`src/rtl/uart_receiver.sv`:
```
// uart_receiver: 16x oversampled UART receiver feeding a first-word-fall-through FIFO.
// Default frame is 8N1, LSB first. Define UART_RECEIVER_PARITY_EN to expect an even
// parity bit between the data bits and the stop bit; that build adds parity_error_o.
// Baud select: 00=9600 01=19200 10=57600 11=115200.
`timescale 1ns/1ps
module uart_receiver #(
    parameter int CLOCK_FREQUENCY = 50_000_000,
    parameter int BUFFER_DEPTH    = 16
) (
    input  logic       clock_i,
    input  logic       reset_i,
    input  logic       uart_rx_i,
    input  logic [1:0] baudrate_select_i,
    input  logic       data_read_i,
    output logic [7:0] data_o,
    output logic       data_buffer_empty_o,
    output logic       data_buffer_full_o,
    output logic       rx_busy_o,
    output logic       framing_error_o,
    output logic       overrun_o
`ifdef UART_RECEIVER_PARITY_EN
    ,
    output logic       parity_error_o
`endif
);

    localparam int AW = $clog2(BUFFER_DEPTH);
    localparam int PW = AW + 1;

    localparam int DIV_9600_I   = CLOCK_FREQUENCY / (9600 * 16);
    localparam int DIV_19200_I  = CLOCK_FREQUENCY / (19200 * 16);
    localparam int DIV_57600_I  = CLOCK_FREQUENCY / (57600 * 16);
    localparam int DIV_115200_I = CLOCK_FREQUENCY / (115200 * 16);
    localparam int CW           = $clog2(DIV_9600_I + 1);

    localparam logic [CW-1:0] DIV_9600   = CW'(DIV_9600_I);
    localparam logic [CW-1:0] DIV_19200  = CW'(DIV_19200_I);
    localparam logic [CW-1:0] DIV_57600  = CW'(DIV_57600_I);
    localparam logic [CW-1:0] DIV_115200 = CW'(DIV_115200_I);

    typedef enum logic [2:0] {
        ST_IDLE   = 3'd0,
        ST_START  = 3'd1,
        ST_DATA   = 3'd2,
`ifdef UART_RECEIVER_PARITY_EN
        ST_PARITY = 3'd3,
`endif
        ST_STOP   = 3'd4
    } state_t;

    // Tick-counter reload value (divisor - 1) for a given baud select code.
    function automatic logic [CW-1:0] reload_for(input logic [1:0] sel);
        logic [CW-1:0] div;
        case (sel)
            2'b00:   div = DIV_9600;
            2'b01:   div = DIV_19200;
            2'b10:   div = DIV_57600;
            2'b11:   div = DIV_115200;
            default: div = DIV_115200;
        endcase
        return div - CW'(1'b1);
    endfunction

`ifdef UART_RECEIVER_PARITY_EN
    // Even parity bit: makes the total count of ones (data + parity) even.
    function automatic logic even_parity(input logic [7:0] d);
        return ^d;
    endfunction
`endif

    state_t          state_r;
    state_t          state_next_s;
    logic [1:0]      sync_r;
    logic            line_prev_r;
    logic            line_s;
    logic            start_edge_s;
    logic [1:0]      baud_sel_r;
    logic [CW-1:0]   tick_cnt_r;
    logic            tick_s;
    logic [3:0]      os_cnt_r;
    logic [2:0]      bit_cnt_r;
    logic [7:0]      shift_r;
    logic            sample_s;
    logic            shift_en_s;
    logic            push_req_s;
    logic            frame_err_s;
`ifdef UART_RECEIVER_PARITY_EN
    logic            parity_chk_s;
    logic            parity_err_s;
    logic            parity_bad_r;
`endif
    logic [7:0]      mem_r [BUFFER_DEPTH];
    logic [PW-1:0]   wr_ptr_r;
    logic [PW-1:0]   rd_ptr_r;
    logic            empty_s;
    logic            full_s;
    logic            pop_s;
    logic            push_ok_s;
    logic            overrun_s;

    assign line_s       = sync_r[1];
    assign start_edge_s = line_prev_r & ~line_s;
    assign tick_s       = (state_r != ST_IDLE) && (tick_cnt_r == {CW{1'b0}});

    // Bring the asynchronous serial line into the clock domain and keep its previous value for edge detection.
    always_ff @(posedge clock_i or posedge reset_i) begin
        if (reset_i) begin
            sync_r      <= 2'b11;
            line_prev_r <= 1'b1;
        end else begin
            sync_r      <= {sync_r[0], uart_rx_i};
            line_prev_r <= sync_r[1];
        end
    end

    // Baud tick generator: parked at reload in IDLE, otherwise counts down and reloads after the zero tick.
    always_ff @(posedge clock_i or posedge reset_i) begin
        if (reset_i) begin
            tick_cnt_r <= reload_for(2'b00);
            baud_sel_r <= 2'b00;
        end else begin
            if (state_r == ST_IDLE) begin
                tick_cnt_r <= reload_for(baudrate_select_i);
            end else if (tick_cnt_r == {CW{1'b0}}) begin
                tick_cnt_r <= reload_for(baud_sel_r);
            end else begin
                tick_cnt_r <= tick_cnt_r - CW'(1'b1);
            end
            if ((state_r == ST_IDLE) && start_edge_s) begin
                baud_sel_r <= baudrate_select_i;
            end else begin
                baud_sel_r <= baud_sel_r;
            end
        end
    end

    // Sample point: 8th tick in the start bit (mid-bit), every 16th tick afterwards.
    always_comb begin
        sample_s = 1'b0;
        if (!tick_s) begin
            sample_s = 1'b0;
        end else if (state_r == ST_START) begin
            sample_s = (os_cnt_r == 4'd7);
        end else begin
            sample_s = (os_cnt_r == 4'd15);
        end
    end

    // FSM state register.
    always_ff @(posedge clock_i or posedge reset_i) begin
        if (reset_i) begin
            state_r <= ST_IDLE;
        end else begin
            state_r <= state_next_s;
        end
    end

    // FSM next-state and per-sample control strobes.
    always_comb begin
        state_next_s = state_r;
        shift_en_s   = 1'b0;
        push_req_s   = 1'b0;
        frame_err_s  = 1'b0;
`ifdef UART_RECEIVER_PARITY_EN
        parity_chk_s = 1'b0;
        parity_err_s = 1'b0;
`endif
        case (state_r)
            ST_IDLE: begin
                if (start_edge_s) begin
                    state_next_s = ST_START;
                end else begin
                    state_next_s = ST_IDLE;
                end
            end
            ST_START: begin
                if (sample_s) begin
                    // A start bit that is high again at mid-bit was a glitch.
                    state_next_s = line_s ? ST_IDLE : ST_DATA;
                end else begin
                    state_next_s = ST_START;
                end
            end
            ST_DATA: begin
                if (sample_s) begin
                    shift_en_s = 1'b1;
                    if (bit_cnt_r == 3'd7) begin
`ifdef UART_RECEIVER_PARITY_EN
                        state_next_s = ST_PARITY;
`else
                        state_next_s = ST_STOP;
`endif
                    end else begin
                        state_next_s = ST_DATA;
                    end
                end else begin
                    state_next_s = ST_DATA;
                end
            end
`ifdef UART_RECEIVER_PARITY_EN
            ST_PARITY: begin
                if (sample_s) begin
                    parity_chk_s = 1'b1;
                    state_next_s = ST_STOP;
                end else begin
                    state_next_s = ST_PARITY;
                end
            end
`endif
            ST_STOP: begin
                if (sample_s) begin
                    // Leave mid stop bit so a following start edge is not missed.
                    state_next_s = ST_IDLE;
                    if (!line_s) begin
                        frame_err_s = 1'b1;
`ifdef UART_RECEIVER_PARITY_EN
                    end else if (parity_bad_r) begin
                        parity_err_s = 1'b1;
`endif
                    end else begin
                        push_req_s = 1'b1;
                    end
                end else begin
                    state_next_s = ST_STOP;
                end
            end
            default: begin
                state_next_s = ST_IDLE;
            end
        endcase
    end

    // Oversample counter, bit counter and data shift register.
    always_ff @(posedge clock_i or posedge reset_i) begin
        if (reset_i) begin
            os_cnt_r  <= 4'd0;
            bit_cnt_r <= 3'd0;
            shift_r   <= 8'h00;
        end else begin
            if ((state_r == ST_IDLE) || sample_s) begin
                os_cnt_r <= 4'd0;
            end else if (tick_s) begin
                os_cnt_r <= os_cnt_r + 4'd1;
            end else begin
                os_cnt_r <= os_cnt_r;
            end
            if (state_r != ST_DATA) begin
                bit_cnt_r <= 3'd0;
            end else if (shift_en_s) begin
                bit_cnt_r <= bit_cnt_r + 3'd1;
            end else begin
                bit_cnt_r <= bit_cnt_r;
            end
            if (shift_en_s) begin
                shift_r <= {line_s, shift_r[7:1]};
            end else begin
                shift_r <= shift_r;
            end
        end
    end

`ifdef UART_RECEIVER_PARITY_EN
    // Remember a parity mismatch until the stop bit decides the frame's fate.
    always_ff @(posedge clock_i or posedge reset_i) begin
        if (reset_i) begin
            parity_bad_r <= 1'b0;
        end else if (state_r == ST_IDLE) begin
            parity_bad_r <= 1'b0;
        end else if (parity_chk_s) begin
            parity_bad_r <= (line_s != even_parity(shift_r));
        end else begin
            parity_bad_r <= parity_bad_r;
        end
    end
`endif

    assign empty_s   = (wr_ptr_r == rd_ptr_r);
    assign full_s    = (wr_ptr_r[AW] != rd_ptr_r[AW]) && (wr_ptr_r[AW-1:0] == rd_ptr_r[AW-1:0]);
    assign pop_s     = data_read_i && !empty_s;
    assign push_ok_s = push_req_s && (!full_s || pop_s);
    assign overrun_s = push_req_s && !push_ok_s;

    // Receive FIFO storage and pointers; a push into a full FIFO is allowed only alongside a pop.
    always_ff @(posedge clock_i or posedge reset_i) begin
        if (reset_i) begin
            wr_ptr_r <= {PW{1'b0}};
            rd_ptr_r <= {PW{1'b0}};
            for (int i = 0; i < BUFFER_DEPTH; i++) begin
                mem_r[i] <= 8'h00;
            end
        end else begin
            if (push_ok_s) begin
                mem_r[wr_ptr_r[AW-1:0]] <= shift_r;
                wr_ptr_r                <= wr_ptr_r + PW'(1'b1);
            end else begin
                wr_ptr_r <= wr_ptr_r;
            end
            if (pop_s) begin
                rd_ptr_r <= rd_ptr_r + PW'(1'b1);
            end else begin
                rd_ptr_r <= rd_ptr_r;
            end
        end
    end

    assign data_o              = mem_r[rd_ptr_r[AW-1:0]];
    assign data_buffer_empty_o = empty_s;
    assign data_buffer_full_o  = full_s;

    // Registered status and error pulses.
    always_ff @(posedge clock_i or posedge reset_i) begin
        if (reset_i) begin
            rx_busy_o       <= 1'b0;
            framing_error_o <= 1'b0;
            overrun_o       <= 1'b0;
`ifdef UART_RECEIVER_PARITY_EN
            parity_error_o  <= 1'b0;
`endif
        end else begin
            rx_busy_o       <= (state_next_s != ST_IDLE);
            framing_error_o <= frame_err_s;
            overrun_o       <= overrun_s;
`ifdef UART_RECEIVER_PARITY_EN
            parity_error_o  <= parity_err_s;
`endif
        end
    end

endmodule
```
`config.mk`:
```
export PLATFORM = sky130hd
export DESIGN_NAME = uart_receiver
export DESIGN_NICKNAME = d
export VERILOG_FILES = /design/src/rtl/uart_receiver.sv
export SDC_FILE = /design/constraint.sdc
export NUM_CORES = 1
export LEC_CHECK = 0
export BUFFER_PORTS_ARGS = -buffer_cell sky130_fd_sc_hd__buf_2
export CAP_MARGIN = 20
export CORE_MARGIN = 1
export CORE_UTILIZATION = 55
export DETAILED_ROUTE_END_ITERATION = 8
export PLACE_DENSITY = 0.72
export SLEW_MARGIN = 10
export SYNTH_ARGS = -nofsm -noshare
export SYNTH_HDL_FRONTEND = slang
export SYNTH_SLANG_ARGS = --single-unit
```
`constraint.sdc`:
```
create_clock -name clock_i -period 7.6 [get_ports clock_i]
set_input_delay 1.52 -clock clock_i [delete_from_list [all_inputs] [get_ports clock_i]]
set_output_delay 1.52 -clock clock_i [all_outputs]
set_load 0.02 [all_outputs]
```
After elaboration in Yosys (flattened, before gate mapping)
Index checks and enable logic that the tools add are counted.
{ "totals": {"ff_bits": 173, "word_cells": 113, "input_bits": 6} }
{ "classes": {"eq_ne": 16, "n_lt_le_gt_ge": 3, "n_bitwise": 4, "muxes": 34, "reduce_logical": 20, "n_addsub": 7} }
{ "ops": {"columns": ["cell", "count"], "rows": [
  ["$bwmux W128", 1],
  ["$pmux W9 S4", 2],
  ["$mux W9", 5],
  ["$bmux W8 S4", 1],
  ["$demux W8 S4", 1],
  ["$sub A9 B1 Y9 const B", 3],
  ["$mux W8", 3],
  ["$mux W3", 5],
  ["$pmux W3 S4", 1],
  ["$mux W1", 11],
  ["$add A5 B1 Y5 const B", 2],
  ["$ge A5 B5 Y1 const B", 2],
  ["$not A4 Y5", 2],
  ["$logic_not A9 Y1", 1],
  ["$eq A2 B2 Y1 const B", 4],
  ["$mux W4", 2],
  ["$logic_and A1 B1 Y1", 7],
  ["$eq A3 B3 Y1 const B", 2],
  ["$reduce_bool A3 Y1", 2],
  ["$eq A5 B5 Y1", 1],
  ["$lt A5 B1 Y1 const B", 1],
  ["$add A4 B1 Y4 const B", 1],
  ["$eq A2 B1 Y1 const B", 2],
  ["$eq A4 B3 Y1 const B", 1],
  ["15 further kinds", 21]
]} }

Depth between registers and ports, before layout
Gate-level depths: netlist of run 1.
{ "depth": {"depth_word": 8, "depth_mapped": 11, "depth_no_buf": 11} }

Worst setup path before layout of run 1
Ideal clock, no wire load.
{ "synth_timing": {"kind": "reg-to-output", "start": "reg rd_ptr_r[0]", "end": "out data_o[0]", "slack_ns": 3.905, "stages_incl_launch_ff": 5, "arrival_time_ns": 2.175, "cell_sequence": "dfrtp_1 buf_2 buf_1 mux4_2 mux4_2"} }
{ "synth_via": {"elab_chain_len": 4} }
{ "synth_lines": {"columns": ["item", "line", "rtl"], "rows": [
  ["start, declared", "94", "logic [PW-1:0] rd_ptr_r;"],
  ["start signal, assigned", "287", "rd_ptr_r <= {PW{1'b0}};"],
  ["start signal, assigned", "299", "rd_ptr_r <= rd_ptr_r + PW'(1'b1);"],
  ["start signal, assigned", "301", "rd_ptr_r <= rd_ptr_r;"],
  ["$not A4 Y5 (not written as such)", "306", "assign data_o = mem_r[rd_ptr_r[AW-1:0]];"],
  ["$bmux W8 S4", "306", null],
  ["$mux W8 (not written as such) (2 in a row)", "306", null],
  ["end, declared", "15", "output logic [7:0] data_o,"]
]} }
No other way between the ends. The select of a mux whose other input is x is not followed.

Worst setup path after layout of run 1
{ "layout_timing": {"start": "reg rd_ptr_r[0]", "end": "out data_o[7]"} }
Same word-level chain as after synthesis.

==> impl_metrics.ini, run 1 <==
[power_and_ir_drop]
worst_ir_drop_vdd_mv = 0.182
p_leak_uw = 0.00435
power_uw = 2290
power.density_mw_per_mm2 = 252

[placement]
port_buffers = 18
dpl_cell_area_mm2 = 0.00850
placed_cells = 742
dp_hpwl_mm = 10.7
routabilityCongestion = 0.821
pre_cts_ws_ns = 3.81

[yosys]
ys_seq_area_frac = 0.523
synth.distinct_cells = 53
synth_edf_count = 0
synth_top_area_frac = 0.504
synth_nets = 593
synthTopCellsByArea = dfrtp_1 (50%), mux2_2 (15%), mux4_2 (11%)
synthArstFlopShare = 1.00
synthTopCellsByCount = dfrtp_1 (167), mux2_2 (112), mux4_2 (40)
synth_area_leader_cell = dfrtp_1
ys_ff_latch = 173
yosys_warnings = 0
synth_most_common_cell = dfrtp_1
synth_ff_type = dfrtp_1
syn_area_mm2 = 0.00830
syn_area_per_cell_um2 = 14.6
synthCells = 569

[routing]
wire_per_inst_um = 22.2
num_vias = 4748
drt_first_pass_iters = 7
drc = 8
drt_iter0_drc = 299
viasPerCell = 6.14
ant_nets = 0
wl_mm = 17.1

[clock_tree]
clk_latency_ns = 0.44
cts_buffers = 17
cts_resized = 0
cts_tree = built
h-tree-depth = 4
root_buffer = clkbuf_16
cts_num_sinks = 173
hold_buffers = 0
clkSlewWorstSetupHoldPaths_ns = 0.06
post_cts.repair.setup_buffers = 0
clk_path_buf_depth = 2

[worst_setup_path]
arrival_ns = 2.71
worstSetupPathType = reg -> out
critPathLaunchType = flip-flop
end_kind = primary output
worst-endpoint-required_ns = 6.08
crit_fanout = 31
regToRegSetupSlack_ns = 4.49

[grt]
grt_pass1_wl_mm = 28.0
antenna_found_initial = 0
overflow = 0
grtUsageTotal = 0.242
grt_pass1_vias = 4987
grt_max_degree = 96

[cells_and_area]
fin_area_mm2 = 0.00908
final_layout_size_suffix_gt1_frac = 0.414
fill_cells = 1072
final-seq-area_mm2 = 0.00434
nets = 601
antennaDiodeCount = 0
area_delta_synth_final_pct = 9.49
multiInputGateArea_mm2 = 0.00375
stdcell_count = 773

[die]
core_area_mm2 = 0.0146
start_util = 0.566
dieArea_mm2 = 0.0156
die_h_um = 125
die_w_um = 125
io_pins = 19
placementRows = 44

[sta]
worst_slew_pin_slew_ns = 0.983
worst_clock_skew_ns = 0.00925
final_hold_viol_count = 0
setup_viol = 0
fmax_mhz = 237
post-route-min-period_ns = 4.23
setup_slack_ns = 3.37
finalMaxSlewViolations = 0
finalSetupTns_ns = 0
rsz0062_at_grt = no
period_share = 0.556
maxSlewHeadroom = 0.345

[min_path]
hold_class = reg -> reg

[run_status]
status = finished, violations left
violations = DRC

[job]
cap_violations = 0
[layout by cell type (no fill, tap or decap), types with 4 or more instances in the layout]
cell type   instances
nand3_4             4
nor4_1              4
a21oi_1            12
nor3_1              9
dfstp_2             6
xor2_1              6
nor2_1             20
nor2b_1             4
buf_2              18
dfrtp_1           166
xnor2_1            15
nand4_1             4
inv_1              12
mux2_4              8
mux2_1             18
clkinvlp_4          5
ha_1               18
clkbuf_16          17
nand2_1            16
nand2_2            12
mux4_2             40
buf_4               4
mux2_2            112
and2_1              6
o21ai_0             4
[layout make-up]
class,instances,share of cell area
Sequential cell,173,0.478
Multi-Input combinational cell,350,0.413
Clock buffer,22,0.0522
Tap cell,184,0.0253
Timing Repair Buffer,22,0.0132
Clock inverter,9,0.0123
Inverter,13,0.00592
[path summary, 6_finish.rpt]
check / start / to / depth (start not counted)
setup / recovery: rd_ptr_r[0] / data_o[7] / 4
hold / removal: sync_r[0] / sync_r[1] / 0
setup reg to reg: rd_ptr_r[2] / mem_r[6] / 6
hold reg to reg: sync_r[0] / sync_r[1] / 0
max in group asynchronous: reset_i / mem_r[93] / 3
min in group asynchronous: reset_i / baud_sel_r[1] / 2
[stage by stage]
stage,hold slack [ns],utilization
after detailed placement,0.354,0.580
final,0.363,0.620
after global routing,0.372,0.620
after floorplan,0.345,-
after global placement,0.349,0.580
after CTS,0.366,0.620
[kinds of logic after synthesis]
group                      share of synthesized area
DFF                                            0.523
muxes                                          0.300
adders and majority gates                     0.0271
xor gates and xnor gates                      0.0222
AOI/OAI and AO/OA                             0.0308
and+or+nand+nor                               0.0730
buffers and inverters                         0.0246
[registers in the layout, summed over array words and instances (netlist names), 2 cells and up]
register and cells:
rd_ptr_r 5, baud_sel_r 2, shift_r 8, bit_cnt_r 3, os_cnt_r 4, sync_r 2, mem_r 128, wr_ptr_r 5
state_r 3, tick_cnt_r 9
[worst max-delay path, stage by stage, from the launching register on]
cell,delay (ns)
dfrtp_2,0.43
buf_4,0.56
mux4_2,0.58
mux4_2,0.51
buf_2,0.18
[power breakdown]
part           total [uW]  switching, uW  internal (uW)  leakage, uW
sequential           1060           84.6            972      0.00236
combinational         370            205            166      0.00173
clock                 862            354            508     0.000271
[per-layer routing]
metal | part of all wire | track usage | up-vias
met5 | 0 | 0 | -
met4 | 0.017 | 0.0839 | 0
met3 | 0.055 | 0.0528 | 28
met2 | 0.48 | 0.368 | 118
met1 | 0.45 | 0.347 | 2490
li1 | - | - | 2112
Note: power is estimated with default switching activity, not from simulation.
==> inputs of run 2 (changes only) <==
ABC_AREA = 1   (was unset)
clock period = 4.25 ns   (was 7.6 ns; I/O delays follow)
==> impl_metrics.ini, run 2 <==
[power_and_ir_drop]
clockPowerShare = 0.339
p_seq_frac = 0.390
p_leak_uw = 0.00501
power.switching_uw = 1700
p_int_uw = 3150
switching_share = 0.351
worst_ir_drop_vdd_mv = 0.329
power.density_mw_per_mm2 = 509
p_comb_frac = 0.271

[yosys]
syn_area_mm2 = 0.00874
synth_most_common_cell = nand2_1
synth_ff_type = dfrtp_1
synthTopCellsByArea = dfrtp_1 (48%), nand2_1 (15%), nand3_1 (10%)
ys_ff_latch = 173
yosys_warnings = 0
synth_top_area_frac = 0.478
syn_area_per_cell_um2 = 8.02
synthCells = 1090
synth_nets = 1114
ys_seq_area_frac = 0.496
synth.distinct_cells = 35
synth_edf_count = 0
synthTopCellsByCount = nand2_1 (349), nand3_1 (177), dfrtp_1 (167)
synth_area_leader_cell = dfrtp_1
synthArstFlopShare = 1.00

[die]
die_w_um = 128
dieArea_mm2 = 0.0164
start_util = 0.569
io_pins = 19
placementRows = 45
die_h_um = 128
core_area_mm2 = 0.0154

[clock_tree]
post_cts.repair.setup_buffers = 0
clkSlewWorstSetupHoldPaths_ns = 0.07
cts_tree = built
cts_buffers = 17
hold_buffers = 0
root_buffer = clkbuf_16
cts_resized = 0
h-tree-depth = 4
clk_path_buf_depth = 2
clk_latency_ns = 0.43
cts_num_sinks = 173

[cells_and_area]
fin_area_mm2 = 0.00952
nets = 1104
largest_register_ffs = 128
final_core_util = 0.619
final_common_cell = nand2_1
final_layout_size_suffix_gt1_frac = 0.0915
largestRegisters = mem_r: 128 flops, tick_cnt_r: 9 flops, shift_r: 8 flops
final_cell_mix = nand2_1 (349), nand3_1 (177), dfrtp_1 (165)
regMostFlops = mem_r
antennaDiodeCount = 0
area_delta_synth_final_pct = 8.92

[placement]
routabilityCongestion = 0.875
port_buffers = 18
dpl_cell_area_mm2 = 0.00890
dp_hpwl_mm = 14.5

[sta]
maxSlewHeadroom = 0.313
finalMaxSlewViolations = 0
final_hold_viol_count = 0
finalSetupTns_ns = 0
period_share = 0.783
worst_clock_skew_ns = 0.00977
post-route-min-period_ns = 3.33
worst_slew_pin_slew_ns = 1.03
fmax_mhz = 300
setup_viol = 0
rsz0062_at_grt = no

[worst_setup_path]
critPathLaunchType = flip-flop
r2r-start = rd_ptr_r[0]
end_kind = primary output
worst-endpoint-required_ns = 3.40
r2r-end = mem_r[27]
arrival_ns = 2.48
regToRegSetupSlack_ns = 1.32
worstSetupPathType = reg -> out
crit_fanout = 53
rr_worst_depth = 12

[job]
cap_violations = 0

[min_path]
hold_class = reg -> reg
min_to = sync_r[1]
min_from = sync_r[0]
hold-path-cell-count = 0

[routing]
ant_nets = 0
drt_first_pass_iters = 5
wl_mm = 22.7
num_vias = 7517
viasPerCell = 5.76
drt_iter0_drc = 852
wire_per_inst_um = 17.4
drc = 0

[grt]
grtUsageTotal = 0.295
overflow = 0
grt_pass1_wl_mm = 36.9
grt_max_degree = 107
antenna_found_initial = 0
grt_pass1_vias = 6849

[run_status]
status = finished, final reports clean
==> run 2: how the worst max path moves through the flow <==
| stage | start | endpoint | slack [ns] | cells after the start |
|---|---|---|---|---|
| after floorplan | reset_i | baud_sel_r[0] | 1.19 | 1 |
| after global placement | rd_ptr_r[0] | mem_r[25] | 1.39 | 12 |
| after detailed placement | rd_ptr_r[0] | mem_r[17] | 1.37 | 12 |
| after CTS | rd_ptr_r[0] | data_o[2] | 0.94 | 6 |
| after global routing | rd_ptr_r[0] | data_o[2] | 0.77 | 6 |
| final | rd_ptr_r[0] | data_o[2] | 0.92 | 6 |
==> run 2: worst max-delay path: stages (launching register included) <==
cell	delay (ns)
dfrtp_2	0.42
inv_2	0.66
nor2_1	0.10
o32ai_1	0.33
o211ai_1	0.20
nand3_1	0.15
buf_2	0.18
==> run 2: logic make-up after synthesis <==
family | share of synthesized area
flip-flops | 0.496
AO/OA/AOI/OAI | 0.0640
buffers and inverters | 0.0557
AND/OR/NAND/NOR | 0.328
adder cells (fa/ha/maj) | 0.0258
multiplexers | 0.0150
XOR/XNOR | 0.0150
==> run 2: power by group through the flow <==
| stage | clock network, uW | registers (uW) | logic [uW] |
|---|---|---|---|
| floorplan | 0 | 1820 | 1050 |
| global placement | 0 | 1920 | 1280 |
| detailed placement | 0 | 1910 | 1300 |
| CTS | 1660 | 1880 | 1300 |
| global route | 1730 | 1900 | 1470 |
| finish | 1640 | 1890 | 1310 |
==> run 2: cell type report <==
cell class | count | area [um^2]
Tap cell | 211 | 264
Fill cell | 1352 | 5850
Timing Repair Buffer | 27 | 183
Multi-Input combinational cell | 809 | 3920
Clock buffer | 19 | 443
Sequential cell | 173 | 4340
Clock inverter | 13 | 175
Inverter | 52 | 199
==> run 2: routing by layer <==
layer,vias to the layer above,part of all wire,track usage
met4,0,0.022,0.0934
met3,37,0.070,0.0576
met2,300,0.46,0.451
met1,3617,0.45,0.425
met5,-,0,0
li1,3563,-,-
==> run 2: through the flow <==
step	setup WS, ns	power [uW]	hold WS [ns]	instances
floorplan	1.19	2860	0.345	1090
global placement	1.39	3200	0.352	1272
detailed placement	1.37	3210	0.348	1272
CTS	0.945	4850	0.364	1304
global route	0.772	5100	0.367	1304
finish	0.921	4850	0.360	1304
==> inputs of run 3 (changes only) <==
PLACE_DENSITY = 0.75   (was 0.72)
clock period = 2.7 ns   (was 4.25 ns; I/O delays follow)
==> impl_metrics.ini, run 3 (synthesis results as in run 2) <==
[run_status]
status = finished, final reports clean

[die]
die_w_um = 128
start_util = 0.569
dieArea_mm2 = 0.0164
placementRows = 45
core_area_mm2 = 0.0154
io_pins = 19
die_h_um = 128

[placement]
port_buffers = 18
routabilityCongestion = 0.894
dp_hpwl_mm = 14.9

[clock_tree]
cts_num_sinks = 173
hold_buffers = 0
cts_buffers = 17
cts_tree = built
clk_path_buf_depth = 2
clk_latency_ns = 0.43
root_buffer = clkbuf_16
h-tree-depth = 4
clkSlewWorstSetupHoldPaths_ns = 0.06

[routing]
ant_nets = 0
drt_first_pass_iters = 5
viasPerCell = 5.68
wl_mm = 22.9
drc = 0
wire_per_inst_um = 17.2
drt_iter0_drc = 756
num_vias = 7555

[worst_setup_path]
critPathLaunchType = flip-flop
worst-endpoint-required_ns = 2.16
regToRegSetupSlack_ns = 0.18
worstSetupPathType = reg -> out
r2r-end = mem_r[65]
arrival_ns = 2.14
rr_worst_depth = 12
crit_fanout = 14
end_kind = primary output
r2r-start = rd_ptr_r[0]

[power_and_ir_drop]
worst_ir_drop_vdd_mv = 0.574
power.density_mw_per_mm2 = 807
p_leak_uw = 0.00520

[grt]
grt_pass1_wl_mm = 37.7
grt_pass1_vias = 7318
overflow = 0
grtUsageTotal = 0.301
antenna_found_initial = 0
grt_max_degree = 78

[sta]
fmax_mhz = 373
final_hold_viol_count = 0
hold_ws_ns = 0.177
worst_slew_pin_slew_ns = 0.925
maxSlewHeadroom = 0.383
rsz0062_at_grt = yes
worst_clock_skew_ns = 0.00864
finalSetupTns_ns = 0
finalMaxSlewViolations = 0
post-route-min-period_ns = 2.68
setup_viol = 0
period_share = 0.992

[cells_and_area]
largest_register_ffs = 128
largestRegisters = mem_r: 128 flops, tick_cnt_r: 9 flops, shift_r: 8 flops
antennaDiodeCount = 0
fill_cells = 1282
regMostFlops = mem_r
area_delta_synth_final_pct = 12.8
final_cell_mix = nand2_1 (349), nand3_1 (177), dfrtp_1 (165)
final_layout_size_suffix_gt1_frac = 0.115
nets = 1131
final_common_cell = nand2_1

[job]
cap_violations = 0

[min_path]
hold_class = in -> async
[run 3: how the worst max path moves through the flow]
| stage | start | end | slack [ns] |
|---|---|---|---|
| 4_1_cts | rd_ptr_r[0] | data_o[2] | 0.03 |
| 2_1_floorplan | reset_i | baud_sel_r[0] | -0.05 |
| 5_1_grt | rd_ptr_r[0] | data_o[2] | -0.06 |
| 3_5_place_dp | rd_ptr_r[0] | data_o[7] | 0.20 |
| 6_report | rd_ptr_r[0] | data_o[3] | 0.02 |
| 3_3_place_gp | rd_ptr_r[0] | data_o[2] | 0.23 |
[run 3: repair_timing]
action | 4_1_cts | 5_1_grt
resized for setup | 5 | 9
buffers inserted | 2 | 0
pin swaps | 1 | 2
gates cloned | 1 | 0
setup endpoints to repair | 8 | 7
[run 3: where the power goes]
group | total [uW] | internal [uW] | switching, uW
Clock | 2620 | 1600 | 1020
Sequential | 2860 | 2750 | 114
Combinational | 2480 | 874 | 1610
Total | 7960 | 5220 | 2740
[run 3: layer usage]
| metal | share of wire | track usage | vias up |
|---|---|---|---|
| met1 | 0.43 | 0.405 | 3577 |
| met4 | 0.028 | 0.104 | 0 |
| met5 | 0 | 0 | - |
| li1 | - | - | 3622 |
| met2 | 0.47 | 0.476 | 300 |
| met3 | 0.070 | 0.0747 | 56 |
[run 3: stage by stage]
stage / instance area [um^2] / instances / utilization / setup slack, ns / total power, uW
2_1_floorplan: 8740 / 1090 / - / -0.0458 / 4510
3_3_place_gp: 9150 / 1296 / 0.595 / 0.228 / 5170
3_5_place_dp: 9150 / 1296 / 0.595 / 0.204 / 5200
4_1_cts: 9830 / 1331 / 0.640 / 0.0269 / 7910
5_1_grt: 9860 / 1331 / 0.642 / -0.0568 / 8350
6_report: 9860 / 1331 / 0.642 / 0.0212 / 7960
[run 3: critical path: stages, from the launching register on]
cell      delay [ns]
dfrtp_4         0.53
inv_6           0.16
buf_12          0.17
nor2_1          0.05
o32ai_1         0.25
o211ai_1        0.22
nand3_1         0.15
buf_2           0.17
[run 3: final cells by class]
type / count / area (um^2) / share of cell area
inverter: 52 / 204 / 0.0207
sequential: 173 / 4340 / 0.440
multi-input combinational: 809 / 3940 / 0.400
clock buffer: 22 / 464 / 0.0471
tap: 211 / 264 / 0.0268
clock inverter: 10 / 164 / 0.0166
timing repair buffer: 54 / 483 / 0.0490
